==> src/rtl/ram_stream_pkg.sv <==
// Shared types and constants for the RAM stream reader.
// The output buffer depth is fixed at two to cover the one-cycle RAM read latency.
package ram_stream_pkg;

    typedef enum logic [1:0] {
        IDLE = 2'd0,
        RUN  = 2'd1,
        DONE = 2'd2
    } state_t;

    localparam int BUF_DEPTH = 2;
    localparam int CNT_WIDTH = $clog2(BUF_DEPTH + 1);

endpackage

==> src/rtl/ram_stream_reader_if.sv <==
// RAM read port and output stream bundled for the reader.
// The master side drives the RAM address and the stream; the slave side is the RAM and consumer.
interface ram_stream_reader_if #(
    parameter int WORD_WIDTH = 8,
    parameter int ADDR_WIDTH = 8
);

    logic                  ram_we_o;
    logic [ADDR_WIDTH-1:0] ram_addr_o;
    logic [WORD_WIDTH-1:0] ram_data_i;
    logic                  m_valid_o;
    logic [WORD_WIDTH-1:0] m_data_o;
    logic                  m_last_o;
    logic                  m_ready_i;

    modport master (
        output ram_we_o, ram_addr_o, m_valid_o, m_data_o, m_last_o,
        input  ram_data_i, m_ready_i
    );

    modport slave (
        input  ram_we_o, ram_addr_o, m_valid_o, m_data_o, m_last_o,
        output ram_data_i, m_ready_i
    );

endinterface

==> src/rtl/ram_stream_fifo2.sv <==
// Two-entry register FIFO; the head entry is a register so the stream outputs come straight from flops.
// A push and a pop in the same cycle are accepted even when the FIFO is full.
module ram_stream_fifo2 import ram_stream_pkg::*; #(
    parameter int WIDTH = 9
) (
    input  logic                 clk,
    input  logic                 rst,
    input  logic                 push,
    input  logic                 pop,
    input  logic [WIDTH-1:0]     din,
    output logic [WIDTH-1:0]     dout,
    output logic                 full,
    output logic                 empty,
    output logic [CNT_WIDTH-1:0] count
);

    logic [WIDTH-1:0]     head_r;
    logic [WIDTH-1:0]     tail_r;
    logic [CNT_WIDTH-1:0] count_r;
    logic                 push_ok_s;
    logic                 pop_ok_s;

    // Qualify requests against the current fill level.
    always_comb begin
        empty     = (count_r == {CNT_WIDTH{1'b0}});
        full      = (count_r == CNT_WIDTH'(BUF_DEPTH));
        pop_ok_s  = pop && !empty;
        push_ok_s = push && (!full || pop_ok_s);
    end

    // Storage and fill-level update; the head always holds the oldest entry.
    always_ff @(posedge clk) begin
        if (rst) begin
            head_r  <= {WIDTH{1'b0}};
            tail_r  <= {WIDTH{1'b0}};
            count_r <= {CNT_WIDTH{1'b0}};
        end else begin
            case ({push_ok_s, pop_ok_s})
                2'b10: begin
                    if (count_r == {CNT_WIDTH{1'b0}}) begin
                        head_r <= din;
                    end else begin
                        tail_r <= din;
                    end
                    count_r <= count_r + CNT_WIDTH'(1);
                end
                2'b01: begin
                    head_r  <= tail_r;
                    count_r <= count_r - CNT_WIDTH'(1);
                end
                2'b11: begin
                    if (count_r == CNT_WIDTH'(1)) begin
                        head_r <= din;
                    end else begin
                        head_r <= tail_r;
                        tail_r <= din;
                    end
                end
                default: begin
                    count_r <= count_r;
                end
            endcase
        end
    end

    assign dout  = head_r;
    assign count = count_r;

endmodule

==> src/rtl/ram_stream_reader_chk.sv <==
// Run-time property checks for the RAM stream reader; all checks are masked while reset is high.
// Stall history is kept in local registers so each property is a plain per-edge expression.
module ram_stream_reader_chk import ram_stream_pkg::*; #(
    parameter int WORD_WIDTH = 8,
    parameter int WORD_COUNT = 256,
    parameter int LEN_WIDTH  = 9
) (
    input logic                  clk,
    input logic                  rst,
    input logic                  start,
    input logic                  busy,
    input logic [LEN_WIDTH-1:0]  len,
    input logic                  m_valid,
    input logic                  m_ready,
    input logic [WORD_WIDTH-1:0] m_data,
    input logic                  m_last,
    input logic                  push,
    input logic                  pop,
    input logic                  full,
    input logic [CNT_WIDTH-1:0]  count
);

    logic                  prev_stall_r;
    logic [WORD_WIDTH-1:0] prev_data_r;
    logic                  prev_last_r;

    // Remember whether the previous cycle held a beat that was not accepted.
    always_ff @(posedge clk) begin
        if (rst) begin
            prev_stall_r <= 1'b0;
            prev_data_r  <= {WORD_WIDTH{1'b0}};
            prev_last_r  <= 1'b0;
        end else begin
            prev_stall_r <= m_valid && !m_ready;
            prev_data_r  <= m_data;
            prev_last_r  <= m_last;
        end
    end

    a_start_known: assert property (@(posedge clk) disable iff (rst) !$isunknown(start))
        else $error("ram_stream_reader: start is unknown");

    a_len_legal: assert property (@(posedge clk) disable iff (rst)
        !(start && !busy) || (len <= LEN_WIDTH'(WORD_COUNT)))
        else $error("ram_stream_reader: len above WORD_COUNT");

    a_valid_stable: assert property (@(posedge clk) disable iff (rst)
        !prev_stall_r || (m_valid && (m_data == prev_data_r) && (m_last == prev_last_r)))
        else $error("ram_stream_reader: stalled beat changed or dropped");

    a_occupancy: assert property (@(posedge clk) disable iff (rst)
        count <= CNT_WIDTH'(BUF_DEPTH))
        else $error("ram_stream_reader: buffer occupancy above depth");

    a_no_overflow: assert property (@(posedge clk) disable iff (rst)
        !(push && full && !pop))
        else $error("ram_stream_reader: push into full buffer");

endmodule

==> src/rtl/ram_stream_reader.sv <==
// Streams len_i consecutive RAM words starting at base_addr_i out as a valid/ready stream.
// A read is only issued when the 2-entry buffer is guaranteed room for its data one cycle later.
module ram_stream_reader import ram_stream_pkg::*; #(
    parameter  int WORD_WIDTH = 8,
    parameter  int WORD_COUNT = 256,
    localparam int ADDR_WIDTH = $clog2(WORD_COUNT),
    localparam int LEN_WIDTH  = ADDR_WIDTH + 1
) (
    input  logic                  clk_i,
    input  logic                  rst_i,
    input  logic                  start_i,
    input  logic [ADDR_WIDTH-1:0] base_addr_i,
    input  logic [LEN_WIDTH-1:0]  len_i,
    output logic                  busy_o,
    output logic                  done_o,
    ram_stream_reader_if.master   bus
);

    localparam int CREDIT_WIDTH = CNT_WIDTH + 1;

    state_t                state_r;
    logic [ADDR_WIDTH-1:0] ptr_r;
    logic [LEN_WIDTH-1:0]  remaining_r;
    logic                  inflight_r;
    logic                  inflight_last_r;
    logic                  busy_r;
    logic                  done_r;

    logic [CNT_WIDTH-1:0]  fifo_count_s;
    logic                  fifo_full_s;
    logic                  fifo_empty_s;
    logic [WORD_WIDTH:0]   head_s;
    logic                  pop_s;
    logic                  push_s;
    logic                  last_pop_s;
    logic                  issue_s;
    logic [ADDR_WIDTH-1:0] next_ptr_s;

    // Handshake decode, wrap-around address increment and issue credit.
    always_comb begin
        pop_s      = !fifo_empty_s && bus.m_ready_i;
        push_s     = inflight_r;
        last_pop_s = pop_s && head_s[WORD_WIDTH];
        if (ptr_r == ADDR_WIDTH'(WORD_COUNT - 1)) begin
            next_ptr_s = {ADDR_WIDTH{1'b0}};
        end else begin
            next_ptr_s = ptr_r + ADDR_WIDTH'(1);
        end
        // Slots already owed to the buffer are its occupancy plus the read still in flight.
        if ((state_r == RUN) && (remaining_r != {LEN_WIDTH{1'b0}}) &&
            ((({1'b0, fifo_count_s} + {{CNT_WIDTH{1'b0}}, inflight_r}) < CREDIT_WIDTH'(BUF_DEPTH)) ||
             pop_s)) begin
            issue_s = 1'b1;
        end else begin
            issue_s = 1'b0;
        end
    end

    // Transfer FSM with read pointer, issue counter and registered status outputs.
    always_ff @(posedge clk_i) begin
        if (rst_i) begin
            state_r         <= IDLE;
            ptr_r           <= {ADDR_WIDTH{1'b0}};
            remaining_r     <= {LEN_WIDTH{1'b0}};
            inflight_r      <= 1'b0;
            inflight_last_r <= 1'b0;
            busy_r          <= 1'b0;
            done_r          <= 1'b0;
        end else begin
            inflight_r <= issue_s;
            done_r     <= 1'b0;
            if (issue_s) begin
                ptr_r           <= next_ptr_s;
                remaining_r     <= remaining_r - LEN_WIDTH'(1);
                inflight_last_r <= (remaining_r == LEN_WIDTH'(1));
            end
            case (state_r)
                IDLE: begin
                    if (start_i) begin
                        ptr_r       <= base_addr_i;
                        remaining_r <= len_i;
                        busy_r      <= 1'b1;
                        if (len_i == {LEN_WIDTH{1'b0}}) begin
                            state_r <= DONE;
                            done_r  <= 1'b1;
                        end else begin
                            state_r <= RUN;
                        end
                    end
                end
                RUN: begin
                    if (last_pop_s) begin
                        state_r <= DONE;
                        done_r  <= 1'b1;
                    end
                end
                DONE: begin
                    state_r <= IDLE;
                    busy_r  <= 1'b0;
                end
                default: begin
                    state_r <= IDLE;
                    busy_r  <= 1'b0;
                end
            endcase
        end
    end

    ram_stream_fifo2 #(
        .WIDTH (WORD_WIDTH + 1)
    ) u_fifo (
        .clk   (clk_i),
        .rst   (rst_i),
        .push  (push_s),
        .pop   (pop_s),
        .din   ({inflight_last_r, bus.ram_data_i}),
        .dout  (head_s),
        .full  (fifo_full_s),
        .empty (fifo_empty_s),
        .count (fifo_count_s)
    );

    ram_stream_reader_chk #(
        .WORD_WIDTH (WORD_WIDTH),
        .WORD_COUNT (WORD_COUNT),
        .LEN_WIDTH  (LEN_WIDTH)
    ) u_chk (
        .clk     (clk_i),
        .rst     (rst_i),
        .start   (start_i),
        .busy    (busy_r),
        .len     (len_i),
        .m_valid (!fifo_empty_s),
        .m_ready (bus.m_ready_i),
        .m_data  (head_s[WORD_WIDTH-1:0]),
        .m_last  (head_s[WORD_WIDTH]),
        .push    (push_s),
        .pop     (pop_s),
        .full    (fifo_full_s),
        .count   (fifo_count_s)
    );

    assign bus.ram_we_o   = 1'b0;
    assign bus.ram_addr_o = ptr_r;
    assign bus.m_valid_o  = !fifo_empty_s;
    assign bus.m_data_o   = head_s[WORD_WIDTH-1:0];
    assign bus.m_last_o   = head_s[WORD_WIDTH];
    assign busy_o         = busy_r;
    assign done_o         = done_r;

endmodule

==> src/flat_wrapper.sv <==
// flat-port wrapper written by rule: the top's interface ports become plain ports
module ram_stream_reader_flat import ram_stream_pkg::*;
#(
    parameter  int WORD_WIDTH = 8,
    parameter  int WORD_COUNT = 256,
    localparam int ADDR_WIDTH = $clog2(WORD_COUNT),
    localparam int LEN_WIDTH  = ADDR_WIDTH + 1
)
  (clk_i, rst_i, start_i, base_addr_i, len_i, busy_o, done_o, bus_ram_we_o, bus_ram_addr_o, bus_m_valid_o, bus_m_data_o, bus_m_last_o, bus_ram_data_i, bus_m_ready_i);
  ram_stream_reader_if #(.WORD_WIDTH(WORD_WIDTH), .ADDR_WIDTH(8)) bus_i ();
  input  logic clk_i;
  input  logic rst_i;
  input  logic start_i;
  input  logic [ADDR_WIDTH-1:0] base_addr_i;
  input  logic [LEN_WIDTH-1:0] len_i;
  output logic busy_o;
  output logic done_o;
  output wire logic [$bits(bus_i.ram_we_o)-1:0] bus_ram_we_o;
  output wire logic [$bits(bus_i.ram_addr_o)-1:0] bus_ram_addr_o;
  output wire logic [$bits(bus_i.m_valid_o)-1:0] bus_m_valid_o;
  output wire logic [$bits(bus_i.m_data_o)-1:0] bus_m_data_o;
  output wire logic [$bits(bus_i.m_last_o)-1:0] bus_m_last_o;
  input wire logic [$bits(bus_i.ram_data_i)-1:0] bus_ram_data_i;
  input wire logic [$bits(bus_i.m_ready_i)-1:0] bus_m_ready_i;
  assign bus_ram_we_o = bus_i.ram_we_o;
  assign bus_ram_addr_o = bus_i.ram_addr_o;
  assign bus_m_valid_o = bus_i.m_valid_o;
  assign bus_m_data_o = bus_i.m_data_o;
  assign bus_m_last_o = bus_i.m_last_o;
  assign bus_i.ram_data_i = bus_ram_data_i;
  assign bus_i.m_ready_i = bus_m_ready_i;
  ram_stream_reader #(.WORD_WIDTH(WORD_WIDTH), .WORD_COUNT(WORD_COUNT)) u_core (.clk_i(clk_i), .rst_i(rst_i), .start_i(start_i), .base_addr_i(base_addr_i), .len_i(len_i), .busy_o(busy_o), .done_o(done_o), .bus(bus_i));
endmodule
==> config.mk <==
export PLATFORM = sky130hd
export DESIGN_NAME = ram_stream_reader_flat
export DESIGN_NICKNAME = d
export VERILOG_FILES = /design/src/rtl/ram_stream_pkg.sv /design/src/rtl/ram_stream_reader_if.sv /design/src/rtl/ram_stream_fifo2.sv /design/src/rtl/ram_stream_reader_chk.sv /design/src/rtl/ram_stream_reader.sv /design/src/flat_wrapper.sv
export SDC_FILE = /design/constraint.sdc
export NUM_CORES = 1
export LEC_CHECK = 0
export ABC_AREA = 1
export CORE_MARGIN = 10
export CORE_UTILIZATION = 45
export DETAILED_ROUTE_END_ITERATION = 8
export GPL_ROUTABILITY_DRIVEN = 0
export PLACE_DENSITY = 0.72
export SKIP_LAST_GASP = 1
export SYNTH_ARGS = -nofsm -noshare
export SYNTH_HDL_FRONTEND = slang
export SYNTH_SLANG_ARGS = --single-unit
==> constraint.sdc <==
create_clock -name clk_i -period 2.25 [get_ports clk_i]
set_input_delay 0.45 -clock clk_i [delete_from_list [all_inputs] [get_ports clk_i]]
set_output_delay 0.45 -clock clk_i [all_outputs]
set_load 0.02 [all_outputs]
## Word-level counts from Yosys, hierarchy flattened

Cells that the tools add are included.

| word-level totals | value |
|---|---|
| register bits | 43 |
| latch bits | 0 |
| RAM bits | 0 |
| memory bits (read-only) | 0 |
| memories | 0 |

| cells by class | value |
|---|---|
| add/subtract/negate cells | 5 |
| multipliers | 0 |
| divide/modulo/power cells | 0 |
| order comparisons | 1 |
| equal/unequal tests | 13 |
| shift-type cells | 0 |
| muxes and demuxes | 25 |
| bitwise logic cells | 1 |
| reductions and logical operators | 21 |

Operator list:

| kind | count |
|---|---|
| $mux 9 | 7 |
| $mux 8 | 4 |
| $pmux 9 s3 | 1 |
| $pmux 9 s2 | 1 |
| $eq 9x1->1 const B | 1 |
| $logic_not 9->1 | 1 |
| $reduce_bool 9->1 | 1 |
| $sub 9x1->9 const B | 1 |
| $add 8x1->8 const B | 1 |
| $eq 8x8->1 const B | 1 |
| $pmux 2 s2 | 2 |
| $eq 2x1->1 const B | 3 |
| $eq 2x2->1 const B | 3 |
| $logic_and 1x1->1 | 6 |
| $mux 2 | 3 |
| $ne 2x2->1 const B | 3 |
| $reduce_and 2->1 | 3 |
| $mux 1 | 5 |
| $logic_not 2->1 | 2 |
| $ne 2x1->1 const B | 2 |
| $pmux 1 s2 | 2 |
| $reduce_bool 2->1 | 2 |
| $add 2x1->3 | 1 |
| $lt 3x2->1 const B | 1 |
| other kinds (7) | 9 |

## Logic depth before layout (Yosys ltp)

| depth | value |
|---|---|
| word-level depth | 9 |
| mapped depth | 12 |
| gate-level depth less buffers | 11 |

## By module

Synthesis repeated with hierarchy kept, for this count alone.

| second synthesis, totals | value |
|---|---|
| cell total of the unflattened synthesis | 438 |
| area, all modules | 2836.5 sq um |

Modules (own cells, without submodules):

| module | instances | cells each | area an instance (sq um) |
|---|---|---|---|
| ram_stream_reader | 1 | 251 | 1662.8 |
| ram_stream_fifo2 | 1 | 187 | 1173.6 |

## Least setup slack after synthesis

OpenSTA, ideal clock, no wires.

| timing path | value |
|---|---|
| path type | reg-to-reg |
| start point | register u_core.u_fifo.count_r[0] (netlist: u_core.u_fifo.count[0]) |
| end point | register u_core.ptr_r[3] (netlist: u_core.bus.ram_addr_o[3]) |
| data arrival time | 1.536 ns |
| data required time | 2.137 ns |
| setup slack | 0.601 ns |
| stages on the path, launching flop included | 12 |
| buffers on the path | 1 |
| cell sequence | dfxtp_1 > inv_1 > ha_1 > inv_2 > nand2_2 > nand2_1 > nand2_1 > nor2_4 > buf_6 > nand3_1 > nand3_1 > nand2_1 |

| between the ends | value |
|---|---|
| cells in the longest elaborated chain, start to end | 9 |
| elaborated cells on any way between the ends | 11 |
| those cells by class | add/sub: 1; order compare: 1; mux: 4; reduce/logical: 5 |

Ends and longest elaborated chain:

| what | RTL line | RTL |
|---|---|---|
| start, declared | ram_stream_fifo2.sv:19 | `logic [CNT_WIDTH-1:0] count_r;` |
| start signal, assigned | ram_stream_fifo2.sv:36 | `count_r <= {CNT_WIDTH{1'b0}};` |
| start signal, assigned | ram_stream_fifo2.sv:45 | `count_r <= count_r + CNT_WIDTH'(1);` |
| start signal, assigned | ram_stream_fifo2.sv:49 | `count_r <= count_r - CNT_WIDTH'(1);` |
| $logic_not 2->1 * | ram_stream_fifo2.sv:25 | `empty = (count_r == {CNT_WIDTH{1'b0}});` |
| $logic_not 1->1 * | n/a |  |
| via bus_m_valid_o | flat_wrapper.sv:20 | `output wire logic [$bits(bus_i.m_valid_o)-1:0] bus_m_valid_o;` |
| $logic_and 1x1->1 * | ram_stream_reader.sv:41 | `pop_s = !fifo_empty_s && bus.m_ready_i;` |
| $logic_or 1x1->1 * | ram_stream_reader.sv:51 | `((({1'b0, fifo_count_s} + {{CNT_WIDTH{1'b0}}, inflight_r}) < CREDIT_WIDTH'(BUF_DEPTH)) \|\|` |
| $logic_and 1x1->1 * | ram_stream_reader.sv:50 | `if ((state_r == RUN) && (remaining_r != {LEN_WIDTH{1'b0}}) &&` |
| $mux 1 * | ram_stream_reader.sv:50 |  |
| $mux 8 * | ram_stream_reader.sv:72 | `if (issue_s) begin` |
| $mux 8 | ram_stream_reader.sv:79 | `if (start_i) begin` |
| $mux 8 * | ram_stream_reader.sv:77 | `case (state_r)` |
| end signal, assigned | ram_stream_reader.sv:63 | `ptr_r <= {ADDR_WIDTH{1'b0}};` |
| end signal, assigned | ram_stream_reader.sv:73 | `ptr_r <= next_ptr_s;` |
| end signal, assigned | ram_stream_reader.sv:80 | `ptr_r <= base_addr_i;` |
| end, declared | ram_stream_reader.sv:22 | `logic [ADDR_WIDTH-1:0] ptr_r;` |

Mark *: on every way through the listed nets, which the timed path passes. The rest lies on a longest branch.
A chain may end at the register's enable or synchronous reset.

## Worst setup path after layout

| timing path | value |
|---|---|
| start point | register u_core.ptr_r[6] (netlist: u_core.bus.ram_addr_o[6]) |
| end point | output bus_ram_addr_o[6] |

RTL lines:

| what | RTL line | RTL |
|---|---|---|
| end, declared | flat_wrapper.sv:19 | `output wire logic [$bits(bus_i.ram_addr_o)-1:0] bus_ram_addr_o;` |

No word-level cell between the ends.

==> run metrics <==
status=complete, no violations; Worst EP required=1.80 ns; post-CTS sizing=0; Hold Buf Count CTS=0; sequential share of the synthesized area=36.4%; minimum clock period=1.81 ns; CP Launch Type=flip-flop; largest net degree at the start of global routing=29; IO buf count=48; WL/cell=12.2 um; Sinks on Clock Net=43; clock-pin slew on the worst setup and hold paths=0.08 ns; EDFF count, synth=0; die footprint=8560 um2; total core area=5110 um2; flops & latches, synth=43; cell area after layout=2990 um2; Max-Cap Viols=0; setup TNS=0 ns; commonest non-fill, non-tap cell in the layout=nand2_1; Critical R2R Launch=u_core.u_fifo.count[0]; H-tree Lvls=2; critical path class=flip-flop to output pin; dpl cell area=2900 um2; drt pass-1 iters=4; antenna fix cells=0; FMAX=551 MHz; vias in the first global route=2189; CP max stage delay=0.64 ns; CP Capture Type=output pin; Slew HR=50.6%; multi-input logic area=1270 um2; Area Growth Syn to Fin=26.3%; die outline width=92.5 um; drt initial violations=75; power per cell area=849 nW/um2; CTS tree=built; final WL=5.79 mm; leakage dissipation=1.43 nW; hold_sp=u_core.inflight_last_r; Starting Density=46.3%; share of the synthesized area in the top cell type=36.4%; clk buf depth=2; Critical path origin=u_core.bus.ram_addr_o[6]; CTS Buf Count=5; Via Count=2296; I/O pins=50; Clock Latency Late Sink=0.30 ns; Final WS setup=0.436 ns; share of layout cells above drive strength 1=6.44%; Clock Tree Root=clkbuf_8; Largest delay share family, worst path=buffers and inverters; Worst Max-Slew Pin Slew=0.740 ns; vias per inst=4.84; Bufs and invs on worst path=1; RSZ-0062 raised after global routing=false; Worst VDD drop=597 uV; most frequent cells in the layout=nand2_1 (100), clkdlybuf4s50_1 (47), nor2_1 (44); fin crit share=80.6%; initial antenna violation count=0; Final Hold Fails=0; number of nets with antenna violations after routing=0; Die Ht=92.5 um; number of setup buffers added after CTS=0; Post-Syn Instances=355; Worst Path Arrival=1.36 ns; fillers=483; first-pass GRT wire length=9.83 mm; top area cells in the synthesized netlist=dfxtp_1 (36%), nand2_1 (16%), nor2_1 (7.0%); HPWL Detailed=4.33 mm; Post-synth ARST share=0%; Final Util=58.5%; cell area after synthesis=2370 um2; row count=26; synthesized net count=391; CP max stage cell=clkdlybuf4s50_1; final setup vio count=0; library cells used by synthesis=29; Yosys warnings=0; Reg area=861 um2; mean post-synth cell area=6.67 um2; leading area contributor after synthesis=dfxtp_1; DRC=0; critical path cell sequence=clkdlybuf4s50_1; worst min-delay path class=flip-flop to flip-flop; Most used DFF post-synth=dfxtp_1; Overflow after GRT=0; Clock Skews=0.00414 ns; dpl ws=0.227 ns; final net count=440; critical path peak fanout=6; Pins Over Slew Limit=0; Total GRT Usage=13.7%
## registers in the layout (all words and copies together), names as in the netlist
| signal | flops |
|---|---|
| u_core.inflight_r | 1 |
| u_core.busy_o | 1 |
| u_core.bus.ram_addr_o | 8 |
| u_core.u_fifo.tail_r | 9 |
| u_core.inflight_last_r | 1 |
| u_core.u_fifo.count | 2 |
| u_core.remaining_r | 9 |
| u_core.u_fifo.dout | 9 |
| u_core.state_r | 2 |
| u_core.done_o | 1 |
## metrics by stage
stage	hold WS, ns	std cells	total power, W
global route	0.515	474	0.00273
finish	0.497	474	0.00254
global placement	0.464	467	0.00204
detailed placement	0.485	467	0.00206
CTS	0.499	474	0.00256
floorplan	0.454	355	0.00171
## worst reg2reg max path, cell delays in order (launching register included)
cell     delay, ns
dfxtp_1       0.40
inv_1         0.08
ha_1          0.26
inv_2         0.08
nand2_2       0.08
nand2_1       0.09
nand2_1       0.08
nor2_4        0.36
nand3_1       0.12
nand3_1       0.10
nand2_1       0.04
## power by group
group	total, W	switching, W	internal (W)
logic	0.00105	0.000616	0.000430
registers	0.000995	0.0000999	0.000895
clock network	0.000498	0.000257	0.000241
## cells by family (layout without fill, tap and decap cells)
logic type / Yosys count / after routing / synth area share (%)
and+or+nand+nor: 185 / 185 / 33.2
buffers and inverters: 55 / 104 / 9.78
AOI/OAI and AO/OA: 52 / 52 / 11.9
DFF: 43 / 43 / 36.4
muxes: 9 / 9 / 3.81
adders and majority gates: 7 / 7 / 3.70
xor gates and xnor gates: 3 / 3 / 1.11
other: 1 / 1 / 0.158
## layer usage
layer  vias to the layer above  share of wire (%)  GRT usage, %
met4                         0               0.97          4.11
met2                        59                 46          23.6
met5                         -                  0             0
met1                      1020                 45          15.3
met3                         6                8.2          5.33
li1                       1211                  -             -
## layout make-up
| type | count | area share [%] |
|---|---|---|
| Inverter | 46 | 5.78 |
| Sequential cell | 43 | 28.8 |
| Clock inverter | 1 | 0.167 |
| Timing Repair Buffer | 51 | 16.9 |
| Clock buffer | 6 | 2.76 |
| Multi-Input combinational cell | 257 | 42.7 |
| Tap cell | 70 | 2.93 |
## final timing paths
kind | endpoint | slack, ns | cells past startpoint
worst min register to register | u_core.inflight_last_r | 0.50 | 2
worst min-delay path | u_core.inflight_last_r | 0.50 | 2
worst max register to register | u_core.bus.ram_addr_o[3] | 0.45 | 10
worst max-delay path | bus_ram_addr_o[6] | 0.44 | 1
## cell usage after synthesis, types with 2 or more instances
cell type  count
inv_1         42
o21ai_1        5
inv_2          4
a21oi_1       12
xor2_1         3
buf_2          2
nand2_2        3
nand4_1        4
buf_4          2
o21ai_0       30
nand3b_1       3
nor2_2         4
nand2_4        2
clkbuf_1       3
mux2i_1        9
nand2_1      100
ha_1           7
dfxtp_1       43
nor2_1        44
nand3_1       23
buf_6          2
Power figures use the tool's default switching activity.
